<file path="config.mk">
export PLATFORM = sky130hd
export DESIGN_NAME = array_arbiter
export DESIGN_NICKNAME = d
export VERILOG_FILES = /design/src/rtl/array_arbiter_pkg.sv /design/src/rtl/array_arbiter_rr_select.sv /design/src/rtl/array_arbiter.sv
export SDC_FILE = /design/constraint.sdc
export NUM_CORES = 1
export LEC_CHECK = 0
export ABC_AREA = 0
export CAP_MARGIN = 40
export CORE_MARGIN = 2
export CORE_UTILIZATION = 40
export CTS_CLUSTER_DIAMETER = 100
export CTS_CLUSTER_SIZE = 14
export DETAILED_ROUTE_END_ITERATION = 7
export PLACE_DENSITY = 0.76
export SLEW_MARGIN = 20
export SYNTH_ARGS = -nofsm -noshare
export SYNTH_HDL_FRONTEND = slang
export SYNTH_HIERARCHICAL = 1
export SYNTH_SLANG_ARGS = --single-unit
</file>
<file path="constraint.sdc">
create_clock -name clk -period 2.6 [get_ports clk]
set_input_delay 0.52 -clock clk [delete_from_list [all_inputs] [get_ports clk]]
set_output_delay 0.52 -clock clk [all_outputs]
set_load 0.02 [all_outputs]
</file>
<file path="src/rtl/array_arbiter_pkg.sv">
// Shared types for the LC-3b cache metadata array arbiter.
package lc3b_types;

    typedef logic [4:0] lc3b_arr_index;

    typedef enum logic [1:0] {
        INIT   = 2'd0,
        IDLE   = 2'd1,
        ACCESS = 2'd2,
        RESP   = 2'd3
    } arb_state_t;

endpackage

</file>
<file path="src/rtl/array_arbiter_rr_select.sv">
// Two-way round-robin picker: on contention the port that did not win last time goes.
module rr_select (
    input  logic [1:0] req,
    input  logic       last_grant,
    output logic       grant_valid,
    output logic       grant
);

    // Pick a winner from the two request lines.
    always_comb begin
        grant_valid = req[0] | req[1];
        case (req)
            2'b11:   grant = ~last_grant;
            2'b10:   grant = 1'b1;
            2'b01:   grant = 1'b0;
            default: grant = 1'b0;
        endcase
    end

endmodule

</file>
<file path="src/rtl/array_arbiter.sv">
// Shares one metadata array between two requesters and zero-fills it after every reset.
module array_arbiter
    import lc3b_types::*;
#(
    parameter int width  = 16,
    parameter int height = 32
) (
    input  logic                clk,
    input  logic                reset_n,
    input  logic                req0_read,
    input  logic                req0_write,
    input  lc3b_arr_index       req0_index,
    input  logic [width-1:0]    req0_wdata,
    output logic                resp0,
    output logic [width-1:0]    req0_rdata,
    input  logic                req1_read,
    input  logic                req1_write,
    input  lc3b_arr_index       req1_index,
    input  logic [width-1:0]    req1_wdata,
    output logic                resp1,
    output logic [width-1:0]    req1_rdata,
    output logic                busy,
    output logic                arr_write,
    output lc3b_arr_index       arr_index_in,
    output lc3b_arr_index       arr_index_out,
    output logic [width-1:0]    arr_datain,
    input  logic [width-1:0]    arr_dataout
);

    localparam lc3b_arr_index LAST_INDEX = lc3b_arr_index'(height - 1);

    arb_state_t         state_r;
    lc3b_arr_index      counter_r;
    lc3b_arr_index      index_r;
    logic [width-1:0]   data_r;
    logic               busy_r;
    logic               resp0_r;
    logic               resp1_r;
    logic [width-1:0]   rdata0_r;
    logic [width-1:0]   rdata1_r;
    logic               last_grant_r;
    logic               owner_r;
    logic               owner_write_r;

    logic [1:0]         req_s;
    logic               grant_valid_s;
    logic               grant_s;

    assign req_s = {req1_read | req1_write, req0_read | req0_write};

    rr_select u_rr_select (
        .req         (req_s),
        .last_grant  (last_grant_r),
        .grant_valid (grant_valid_s),
        .grant       (grant_s)
    );

    // Sweep, arbitration and access sequencing; array index/data are registered and held.
    always_ff @(posedge clk or negedge reset_n) begin
        if (!reset_n) begin
            state_r       <= INIT;
            counter_r     <= 5'd0;
            index_r       <= 5'd0;
            data_r        <= '0;
            busy_r        <= 1'b1;
            resp0_r       <= 1'b0;
            resp1_r       <= 1'b0;
            rdata0_r      <= '0;
            rdata1_r      <= '0;
            last_grant_r  <= 1'b1;
            owner_r       <= 1'b0;
            owner_write_r <= 1'b0;
        end else begin
            case (state_r)
                INIT: begin
                    data_r <= '0;
                    if (counter_r == LAST_INDEX) begin
                        state_r <= IDLE;
                        busy_r  <= 1'b0;
                    end else begin
                        counter_r <= counter_r + 5'd1;
                        index_r   <= counter_r + 5'd1;
                    end
                end
                IDLE: begin
                    if (grant_valid_s) begin
                        owner_r       <= grant_s;
                        owner_write_r <= grant_s ? req1_write : req0_write;
                        index_r       <= grant_s ? req1_index : req0_index;
                        data_r        <= grant_s ? req1_wdata : req0_wdata;
                        state_r       <= ACCESS;
                    end
                end
                ACCESS: begin
                    // Capture happens on the same edge as the write, so rdata is the pre-write value.
                    if (owner_r) begin
                        rdata1_r <= arr_dataout;
                        resp1_r  <= 1'b1;
                    end else begin
                        rdata0_r <= arr_dataout;
                        resp0_r  <= 1'b1;
                    end
                    state_r <= RESP;
                end
                RESP: begin
                    resp0_r      <= 1'b0;
                    resp1_r      <= 1'b0;
                    last_grant_r <= owner_r;
                    state_r      <= IDLE;
                end
                default: begin
                    state_r <= INIT;
                end
            endcase
        end
    end

    // Write enable follows state directly so it is already high while reset is held.
    always_comb begin
        case (state_r)
            INIT:    arr_write = 1'b1;
            ACCESS:  arr_write = owner_write_r;
            default: arr_write = 1'b0;
        endcase
    end

    assign arr_index_in  = index_r;
    assign arr_index_out = index_r;
    assign arr_datain    = data_r;
    assign busy          = busy_r;
    assign resp0         = resp0_r;
    assign resp1         = resp1_r;
    assign req0_rdata    = rdata0_r;
    assign req1_rdata    = rdata1_r;

endmodule

</file>
==> qor.csv, run 1 <==
stage;metric;value;unit
power;swShare;0.389;
detailed_routing;ant_nets;0;
die;start_util;0.412;
sta;setup_viol;0;
grt;gr-total-overflow;0;
sta;relSlewSlack;0.578;
worst_setup_path;cp_top_family;buffers and inverters;
synth;syn_nets;339;
synth;synth_area;2970;sq um
worst_setup_path;required;2.08;ns
sta;hold_viol_final;0;
power;p_leak;2.02;nW
clocking;cts_tree;done;
detailed_routing;vias_per_cell;4.81;
finish;diodes;0;
clocking;postCtsHoldBufs;0;
sta;fin_skew;0.0111;ns
grt;grt_usage;0.178;
clocking;cts_made_buffers;9;
power;p_int;0.00345;W
worst_setup_path;worst-path-buf-inv;2;
finish;layout_commonest_cell;clkdlybuf4s50_1;
sta;finalSetupTns;0;ns
power;combinationalPowerShare;0.530;
finish;layout.nets;468;
detailed_routing;wl;6920;um
synth;ys_ff_latch;66;
synth;postSynthCellCount;269;
clocking;cts_max_level;3;
clocking;cts.clk_slew.worst_paths;0.08;ns
worst_setup_path;start_kind;register;
detailed_routing;drt-met1-wl;2820;um
detailed_routing;first_iter_violations;78;
sta;maxSlewViolCount;0;
detailed_routing;via_count;2414;
clocking;clock_latency;0.34;ns
sta;rsz0062_at_grt;false;
synth;syn-mean-instance-area;11.0;sq um
sta;min_period_over_period;0.937;
clocking;root_buffer;clkbuf_8;
sta;worst_pin_slew;0.633;ns
clocking;cts_setup_buffers;0;
power;ir_drop;0.590;mV
worst_setup_path;cp_cell_sequence;inv_1, ha_1, a21o_1, clkdlybuf4s50_1;
clocking;cts_resized;0;
worst_setup_path;endpoint_kind;primary output;
worst_setup_path;cp.arrival;1.92;ns
die;chipHeight;90.2;um
run_status;status;completed;
run;maxCapViolations;0;
grt;grt_pass1_vias;2476;
synth;synth_cell_types;35;
detailed_routing;top_layer;met4;
sta;min_period;2.44;ns
grt;antenna_found_initial;0;
sta;hold_ws;0.192;ns
finish;layout-drive-gt1-share;0.0893;
power;seq_power_share;0.326;
die;coreArea;7210;sq um
min_path;hold_class;in2async;
detailed_routing;drc;0;
worst_setup_path;crit_type;reg2out;
clocking;cts_sinks;66;
placement;hpwlAfterDp;5250;um
detailed_routing;drtPass1Iterations;4;
finish;final_cell_mix;clkdlybuf4s50_1 (124), nand2_1 (74), dfrtp_1 (64);
finish;syn_to_final_growth;51.7;%
placement;place.gp.congestion;0.768;
die;die-area;8130;sq um
die;rows;31;
worst_setup_path;cp_slowest_stage_delay;0.62;ns
detailed_routing;wl_met2;3520;um
grt;grt_max_degree;37;
synth;yosys_warnings;6;
die;die_w;90.2;um
power;p_sw;0.00220;W
sta;timing.fmax;410;MHz
placement;port_buffers;125;
clocking;cts_buffer_depth;2;
power;power_frac_clock;0.145;
grt;grt_pass1_wl;11700;um
worst_setup_path;crit_path_top_delay_cell;clkdlybuf4s50_1;
power;p_per_area;1250;nW/um^2
detailed_routing;met3_length;452;um
die;io-pin-count;126;
detailed_routing;avgRoutedWirePerCell;13.8;um
worst_setup_path;cp_max_fo;6;
synth;seq_area_frac_synth;0.557;
cell type report:
cell class              count  area (sq um)
flip-flops and latches     66          1650
multi-input cells         184          1220
inverters                   3          11.3
clock inverters             5          55.1
fillers                   632          2710
clock buffers              11           131
repair buffers            134          1310
well taps                  99           124
worst reg2reg max path: cells and delay by family (launching register included):
family | cells | cell delay [ns]
mux | 1 | 0.38
simple gates | 3 | 0.64
fa+ha+maj | 2 | 0.47
flops | 1 | 0.44
power by group through the flow:
stage / sequential (W) / clock [W] / combinational (W)
after floorplan: 0.00232 / 0 / 0.00124
after global placement: 0.00184 / 0 / 0.00297
after detailed placement: 0.00186 / 0 / 0.00303
after CTS: 0.00185 / 0.000842 / 0.00304
after global routing: 0.00191 / 0.000883 / 0.00324
final: 0.00184 / 0.000816 / 0.00299
registers in the layout, summed over array words and instances, names as in the netlist:
register and count:
arr_index_in 5, busy 1, resp0 1, counter_r 5, last_grant_r 1, req1_rdata 16, resp1 1, state_r 2
owner_r 1, req0_rdata 16, arr_datain 16, owner_write_r 1
cell families after synthesis:
logic type / count (synthesis) / synth area share
flops: 66 / 0.557
buf+inv: 19 / 0.0371
fa+ha+maj: 6 / 0.0253
simple gates: 98 / 0.143
mux: 48 / 0.173
xor+xnor: 4 / 0.0118
compound gates: 28 / 0.0531
final timing paths:
| path | endpoint | depth (start not counted) | slack (ns) | startpoint |
|---|---|---|---|---|
| setup / recovery | arr_write | 4 | 0.16 | state_r[0]$_DFFE_PN0P_ |
| hold / removal | req0_rdata[5]$_DFFE_PN0P_ | 2 | 0.19 | reset_n |
| setup reg to reg | arr_index_in[0]$_DFFE_PN0P_ | 6 | 0.56 | counter_r[0]$_DFFE_PN0P_ |
| hold reg to reg | req0_rdata[9]$_DFFE_PN0P_ | 2 | 0.48 | req0_rdata[9]$_DFFE_PN0P_ |
| max in group asynchronous | last_grant_r$_DFFE_PN1P_ | 2 | 2.02 | reset_n |
| min in group clk | req0_rdata[9]$_DFFE_PN0P_ | 2 | 0.48 | req0_rdata[9]$_DFFE_PN0P_ |
routing by layer:
layer	track usage	vias to the layer above
li1	-	1152
met1	0.205	1165
met2	0.320	84
met3	0.0394	13
met4	0.0744	0
met5	0	-
stage by stage:
step	cells	worst slack, ns	utilization	total power (W)	area, sq um
finish	502	0.163	0.625	0.00564	4510
global route	502	0.0544	0.625	0.00604	4510
CTS	502	0.134	0.625	0.00573	4510
global placement	486	0.208	0.599	0.00481	4320
floorplan	269	0.664	-	0.00356	2970
detailed placement	486	0.121	0.599	0.00489	4320
synth_stat cells:
library cell / n / area share
nand2_1: 74 / 0.093
dfrtp_1: 64 / 0.54
mux2i_1: 23 / 0.077
mux2_1: 21 / 0.080
o21ai_1: 18 / 0.030
buf_2: 7 / 0.012
buf_4: 6 / 0.015
ha_1: 6 / 0.025
nor2_1: 6 / 0.0076
a21oi_1: 4 / 0.0067
xnor2_1: 4 / 0.012
inv_1: 3 / 0.0038
mux2_2: 3 / 0.011
nand4_1: 3 / 0.0063
clkbuf_1: 2 / 0.0025
dfstp_2: 2 / 0.018
nand2b_1: 2 / 0.0042
nand3_1: 2 / 0.0034
nor2b_1: 2 / 0.0042
or2_2: 2 / 0.0042
a21boi_0: 1 / 0.0025
a21o_1: 1 / 0.0025
a22o_1: 1 / 0.0029
a31o_2: 1 / 0.0029
and2_1: 1 / 0.0021
and2b_1: 1 / 0.0025
and3_1: 1 / 0.0021
buf_6: 1 / 0.0038
mux2i_2: 1 / 0.0046
nand2_2: 1 / 0.0021
nor3b_1: 1 / 0.0025
nor3b_4: 1 / 0.0063
o211ai_1: 1 / 0.0025
o21bai_1: 1 / 0.0025
or2_1: 1 / 0.0021
Power figures use the tool's default switching activity.
==> inputs of run 2 (changes only) <==
- RECOVER_POWER: default -> 50
==> run 2 against run 1 <==
Compared with the run above: the run now ends with capacitance limit, slew limit left; sequential power hardly changed; sequential share of layout area is 0.11 points higher; die area stayed put; global-route usage stayed put; critical path depth stayed put; clock-buffer cell count stayed put; register-to-register slack hardly changed; critical path type unchanged; setup slack better by 0.0072 ns; flip-flop and latch count stayed put.
==> qor.csv, run 2 (synthesized netlist as in run 1, its figures left out) <==
stage;metric;value;unit;change
finish;layoutNonFillerInstCount;502;;unchanged
clocking;root_buffer;clkbuf_8;;
sta;fin_skew;0.0110;ns;-0.000126 ns
finish;layout_commonest_cell;clkdlybuf4s50_1;;
clocking;cts_sinks;66;;unchanged
clocking;cts_made_buffers;9;;unchanged
power;ir_drop;0.589;mV;about the same
grt;grt_pass1_wl;11700;um;unchanged
sta;timing.fmax;412;MHz;+0.29%
finish;multiInputGateArea;1220;sq um;-0.21%
min_path;hold_class;reg2reg;;
finish;seqCellArea;1650;sq um;unchanged
finish;diodes;0;;unchanged
detailed_routing;ant_nets;0;;unchanged
die;start_util;0.412;;unchanged
clocking;cts_max_level;3;;unchanged
run_status;status;complete, but fails checks;;
detailed_routing;first_iter_violations;79;;+1.3%
placement;placed_area;4320;sq um;unchanged
detailed_routing;via_count;2410;;-0.17%
placement;dp_cells;486;;unchanged
grt;antenna_found_initial;0;;unchanged
finish;final_cell_mix;clkdlybuf4s50_1 (124), nand2_1 (75), dfrtp_1 (64);;
power;power_frac_clock;0.145;;about the same
sta;relSlewSlack;-0.258;;-0.836
detailed_routing;drtPass1Iterations;4;;unchanged
finish;layout-drive-gt1-share;0.0794;;-0.00993
power;swShare;0.389;;about the same
sta;setup_viol;0;;unchanged
power;p_sw;0.00219;W;-0.14%
worst_setup_path;cp.arrival;1.91;ns;about the same
die;die_w;90.2;um;unchanged
placement;place.gp.congestion;0.768;;unchanged
clocking;cts_tree;done;;
worst_setup_path;cp_max_fo;6;;unchanged
grt;grt_pass1_vias;2476;;unchanged
power;combinationalPowerShare;0.529;;about the same
die;io-pin-count;126;;unchanged
sta;min_period_over_period;0.935;;-0.00275
worst_setup_path;endpoint_kind;primary output;;
placement;port_buffers;125;;unchanged
sta;finalSetupTns;0;ns;unchanged
sta;maxSlewViolCount;68;;+68
sta;min_period;2.43;ns;-0.00715 ns
finish;fill_cells;633;;+0.16%
worst_setup_path;crit_type;reg2out;;
clocking;clock_latency;0.34;ns;about the same
clocking;postCtsHoldBufs;0;;unchanged
finish;syn_to_final_growth;51.2;%;
detailed_routing;avgRoutedWirePerCell;13.8;um;about the same
detailed_routing;vias_per_cell;4.80;;-0.17%
clocking;cts_buffer_depth;2;;unchanged
clocking;cts.clk_slew.worst_paths;0.07;ns;about the same
clocking;cts_setup_buffers;0;;unchanged
die;rows;31;;unchanged
worst_setup_path;start_kind;register;;
placement;hpwlAfterDp;5250;um;unchanged
worst_setup_path;required;2.08;ns;about the same
power;p_leak;2.01;nW;-0.65%
grt;grt_max_degree;37;;unchanged
sta;rsz0062_at_grt;false;;
detailed_routing;drc;0;;unchanged
power;p_total;0.00563;W;-0.18%
sta;hold_viol_final;0;;unchanged
grt;grt_usage;0.178;;unchanged
finish;fin_area;4490;sq um;-0.31%
grt;gr-total-overflow;0;;unchanged
clocking;cts_resized;0;;unchanged
die;coreArea;7210;sq um;unchanged
power;p_int;0.00344;W;-0.20%
sta;worst_pin_slew;1.89;ns;+1.25 ns
power;p_per_area;1250;nW/um^2;+0.13%
die;chipHeight;90.2;um;unchanged
die;die-area;8130;sq um;unchanged
run;maxCapViolations;2;;+2
power;seq_power_share;0.326;;about the same
run_status;failed_checks;capacitance limit, slew limit;;
detailed_routing;wl;6910;um;about the same
finish;layout.nets;468;;unchanged
-- run 2: cell count changes in the layout (fill, tap and decap cells not counted) --
cell,change
buf_4,-3
clkbuf_1,+3
and2_0,+1
and2_1,-1
nand2_1,+1
nand2_2,-1
o21ai_0,+1
o21ai_1,-1
-- run 2: per-stage QoR --
| step | setup WS [ns] | util | hold slack [ns] |
|---|---|---|---|
| 2_1_floorplan | 0.664 | - | 0.224 |
| 3_3_place_gp | 0.208 | 0.599 | 0.458 |
| 3_5_place_dp | 0.121 | 0.599 | 0.463 |
| 4_1_cts | 0.134 | 0.625 | 0.195 |
| 5_1_grt | 0.0732 | 0.623 | 0.498 |
| 6_report | 0.170 | 0.623 | 0.476 |
-- run 2: power by group through the flow --
stage	sequential (W)	combinational [W]	clock [W]
global route	0.00191	0.00323	0.000883
detailed placement	0.00186	0.00303	0
CTS	0.00185	0.00304	0.000842
floorplan	0.00232	0.00124	0
global placement	0.00184	0.00297	0
finish	0.00184	0.00298	0.000816
-- run 2: area by class of cell --
type / count / share of cell area
clock inverter: 5 / 0.0122
tap: 99 / 0.0276
multi-input combinational: 184 / 0.271
clock buffer: 11 / 0.0292
timing repair buffer: 134 / 0.290
inverter: 3 / 0.00251
sequential: 66 / 0.368
-- run 2: final timing paths --
kind | startpoint | end | slack [ns] | depth (start not counted)
hold / removal | req0_rdata[9]$_DFFE_PN0P_ | req0_rdata[9]$_DFFE_PN0P_ | 0.48 | 2
min in group asynchronous | reset_n | req0_rdata[5]$_DFFE_PN0P_ | 0.64 | 2
setup reg to reg | counter_r[0]$_DFFE_PN0P_ | arr_index_in[0]$_DFFE_PN0P_ | 0.56 | 6
hold reg to reg | req0_rdata[9]$_DFFE_PN0P_ | req0_rdata[9]$_DFFE_PN0P_ | 0.48 | 2
setup / recovery | state_r[0]$_DFFE_PN0P_ | arr_write | 0.17 | 4
max in group asynchronous | reset_n | arr_datain[14]$_DFFE_PN0P_ | 0.70 | 2
-- run 2: critical path: stages, from the launching register on --
cell	delay, ns
dfrtp_1	0.40
inv_1	0.11
ha_1	0.28
a21o_1	0.15
clkdlybuf4s50_1	0.62
-- run 2: layer usage --
layer / global-route usage / part of all wire
met4: 0.0744 / 0.018
met3: 0.0394 / 0.061
met2: 0.320 / 0.51
met5: 0 / 0
met1: 0.205 / 0.41
==> inputs of run 3 (changes only) <==
- CTS_CLUSTER_SIZE: 14 -> default
- GPL_TIMING_DRIVEN: default -> 0
==> run 3 against run 2 <==
Compared with the run above: the flow now finishes without violations; utilization up 0.31 points; final cell count up 1.6%; power down 0.67%; combinational power about the same; clock-buffer cell count down 2; critical path depth unchanged; non-clock buffer count up 8; wire length down 0.35%; sequential power about the same; largest cell class unchanged; hold slack worse by 0.23 ns.
==> qor.csv, run 3 (synthesized netlist as in run 1, its figures left out) <==
stage;metric;value;unit;change
power;swShare;0.399;;+0.0100
worst_setup_path;start_kind;register;;
detailed_routing;first_iter_violations;49;;-38%
clocking;cts.clk_slew.worst_paths;0.08;ns;about the same
clocking;cts_setup_buffers;0;;unchanged
power;combinationalPowerShare;0.537;;+0.008
die;chipHeight;90.2;um;unchanged
placement;hpwlAfterDp;5240;um;about the same
die;die-area;8130;sq um;unchanged
sta;hold_ws;0.249;ns;-0.227 ns
die;die_w;90.2;um;unchanged
finish;final_cell_mix;clkdlybuf4s50_1 (123), nand2_1 (75), dfrtp_1 (64);;
grt;grt.busiest_layer;met2;;
clocking;cts_sinks;66;;unchanged
worst_setup_path;cp_cell_sequence;inv_1, ha_1, a21o_1, clkdlybuf4s50_1;;
power;power_frac_clock;0.136;;-0.009
clocking;cts_made_buffers;9;;unchanged
grt;grt_use_met3;0.0469;;+0.00754
run_status;status;completed;;
worst_setup_path;endpoint_kind;primary output;;
detailed_routing;via_count;2403;;-0.29%
worst_setup_path;crit_type;reg2out;;
sta;min_period;2.43;ns;+0.00493 ns
grt;grt_max_degree;53;;+43%
clocking;root_buffer;clkbuf_8;;
die;rows;31;;unchanged
detailed_routing;vias_per_cell;4.71;;-1.9%
sta;fin_skew;0.00876;ns;-0.00222 ns
min_path;hold_class;in2async;;
clocking;cts_tree;done;;
power;p_per_area;1240;nW/um^2;-1.2%
detailed_routing;avgRoutedWirePerCell;13.5;um;-1.9%
detailed_routing;drc;0;;unchanged
worst_setup_path;cp_top_family;buffers and inverters;;
sta;relSlewSlack;0.163;;+0.421
finish;diodes;0;;unchanged
run;maxCapViolations;0;;-2
worst_setup_path;cp_slowest_stage_delay;0.62;ns;about the same
sta;timing.fmax;411;MHz;-0.20%
grt;grt_usage;0.181;;+0.00249
grt;antenna_found_initial;0;;unchanged
power;p_int;0.00336;W;-2.3%
finish;syn_to_final_growth;52.0;%;
die;coreArea;7210;sq um;unchanged
sta;rsz0062_at_grt;false;;
clocking;clock_latency;0.34;ns;about the same
detailed_routing;wl;6890;um;-0.35%
sta;worst_pin_slew;1.26;ns;-0.631 ns
placement;place.gp.congestion;0.766;;-0.33%
finish;layout-drive-gt1-share;0.0925;;+0.0131
sta;finalSetupTns;0;ns;unchanged
finish;layoutNonFillerInstCount;510;;+1.6%
worst_setup_path;worst-path-buf-inv;2;;unchanged
sta;hold_viol_final;0;;unchanged
power;ir_drop;0.497;mV;-16%
detailed_routing;drtPass1Iterations;4;;unchanged
sta;setup_viol;0;;unchanged
power;p_leak;2.02;nW;+0.59%
placement;dp_cells;494;;+1.6%
power;p_sw;0.00223;W;+1.9%
detailed_routing;ant_nets;0;;unchanged
finish;layout_commonest_cell;clkdlybuf4s50_1;;
die;start_util;0.412;;unchanged
grt;grt_pass1_wl;11700;um;about the same
power;seq_power_share;0.326;;about the same
grt;gr-total-overflow;0;;unchanged
power;p_total;0.00560;W;-0.67%
worst_setup_path;required;2.08;ns;about the same
worst_setup_path;cp.arrival;1.91;ns;about the same
sta;maxSlewViolCount;0;;-100%
clocking;cts_max_level;3;;unchanged
clocking;postCtsHoldBufs;0;;unchanged
worst_setup_path;crit_path_top_delay_cell;clkdlybuf4s50_1;;
grt;grtUsageMet1;0.228;;+0.0230
die;io-pin-count;126;;unchanged
clocking;cts_buffer_depth;2;;unchanged
grt;met2_usage;0.296;;-0.0244
finish;layout.nets;476;;+1.7%
clocking;cts_resized;0;;unchanged
sta;min_period_over_period;0.936;;+0.00189
placement;port_buffers;125;;unchanged
worst_setup_path;cp_max_fo;7;;+1
grt;grt_pass1_vias;2400;;-3.1%
## run 3: worst register-to-register path, stage by stage, from the launching register on
cell     delay [ns]
dfrtp_1        0.44
ha_1           0.27
and3_1         0.20
ha_1           0.22
nand2_1        0.11
nor3b_4        0.34
mux2_2         0.37
## run 3: area by class of cell
cell class / count / area [sq um]
Inverter: 3 / 11.3
Fill cell: 618 / 2700
Tap cell: 99 / 124
Sequential cell: 66 / 1650
Timing Repair Buffer: 126 / 1250
Multi-Input combinational cell: 184 / 1200
Clock buffer: 9 / 124
Clock inverter: 7 / 53.8
Buffer: 16 / 95.1
## run 3: final timing paths
| kind | startpoint | endpoint | slack [ns] | cells after the start |
|---|---|---|---|---|
| min in group clk | req0_rdata[15]$_DFFE_PN0P_ | req0_rdata[15]$_DFFE_PN0P_ | 0.47 | 2 |
| min reg2reg | req0_rdata[15]$_DFFE_PN0P_ | req0_rdata[15]$_DFFE_PN0P_ | 0.47 | 2 |
| min | reset_n | req1_rdata[3]$_DFFE_PN0P_ | 0.25 | 1 |
| max | state_r[0]$_DFFE_PN0P_ | arr_write | 0.17 | 4 |
| max reg2reg | counter_r[0]$_DFFE_PN0P_ | arr_index_in[0]$_DFFE_PN0P_ | 0.54 | 6 |
| max in group asynchronous | reset_n | counter_r[3]$_DFFE_PN0P_ | 0.64 | 2 |
## run 3: per-stage QoR
step / area (sq um) / worst slack [ns] / utilization
after floorplan: 2970 / 0.664 / -
after global placement: 4350 / -1.17 / 0.602
after detailed placement: 4370 / 0.0362 / 0.606
after CTS: 4550 / 0.130 / 0.631
after global routing: 4520 / 0.0773 / 0.626
final: 4520 / 0.165 / 0.626
## run 3: per-layer routing
layer,wire [um],part of all wire
met5,0,0
met4,102,0.015
met3,400,0.058
met2,3380,0.49
met1,3010,0.44
## run 3: power by group through the flow
stage	sequential, W	clock (W)	combinational [W]
global route	0.00190	0.000842	0.00326
floorplan	0.00232	0	0.00124
global placement	0.00183	0	0.00300
finish	0.00183	0.000763	0.00301
CTS	0.00183	0.000792	0.00307
detailed placement	0.00185	0	0.00306
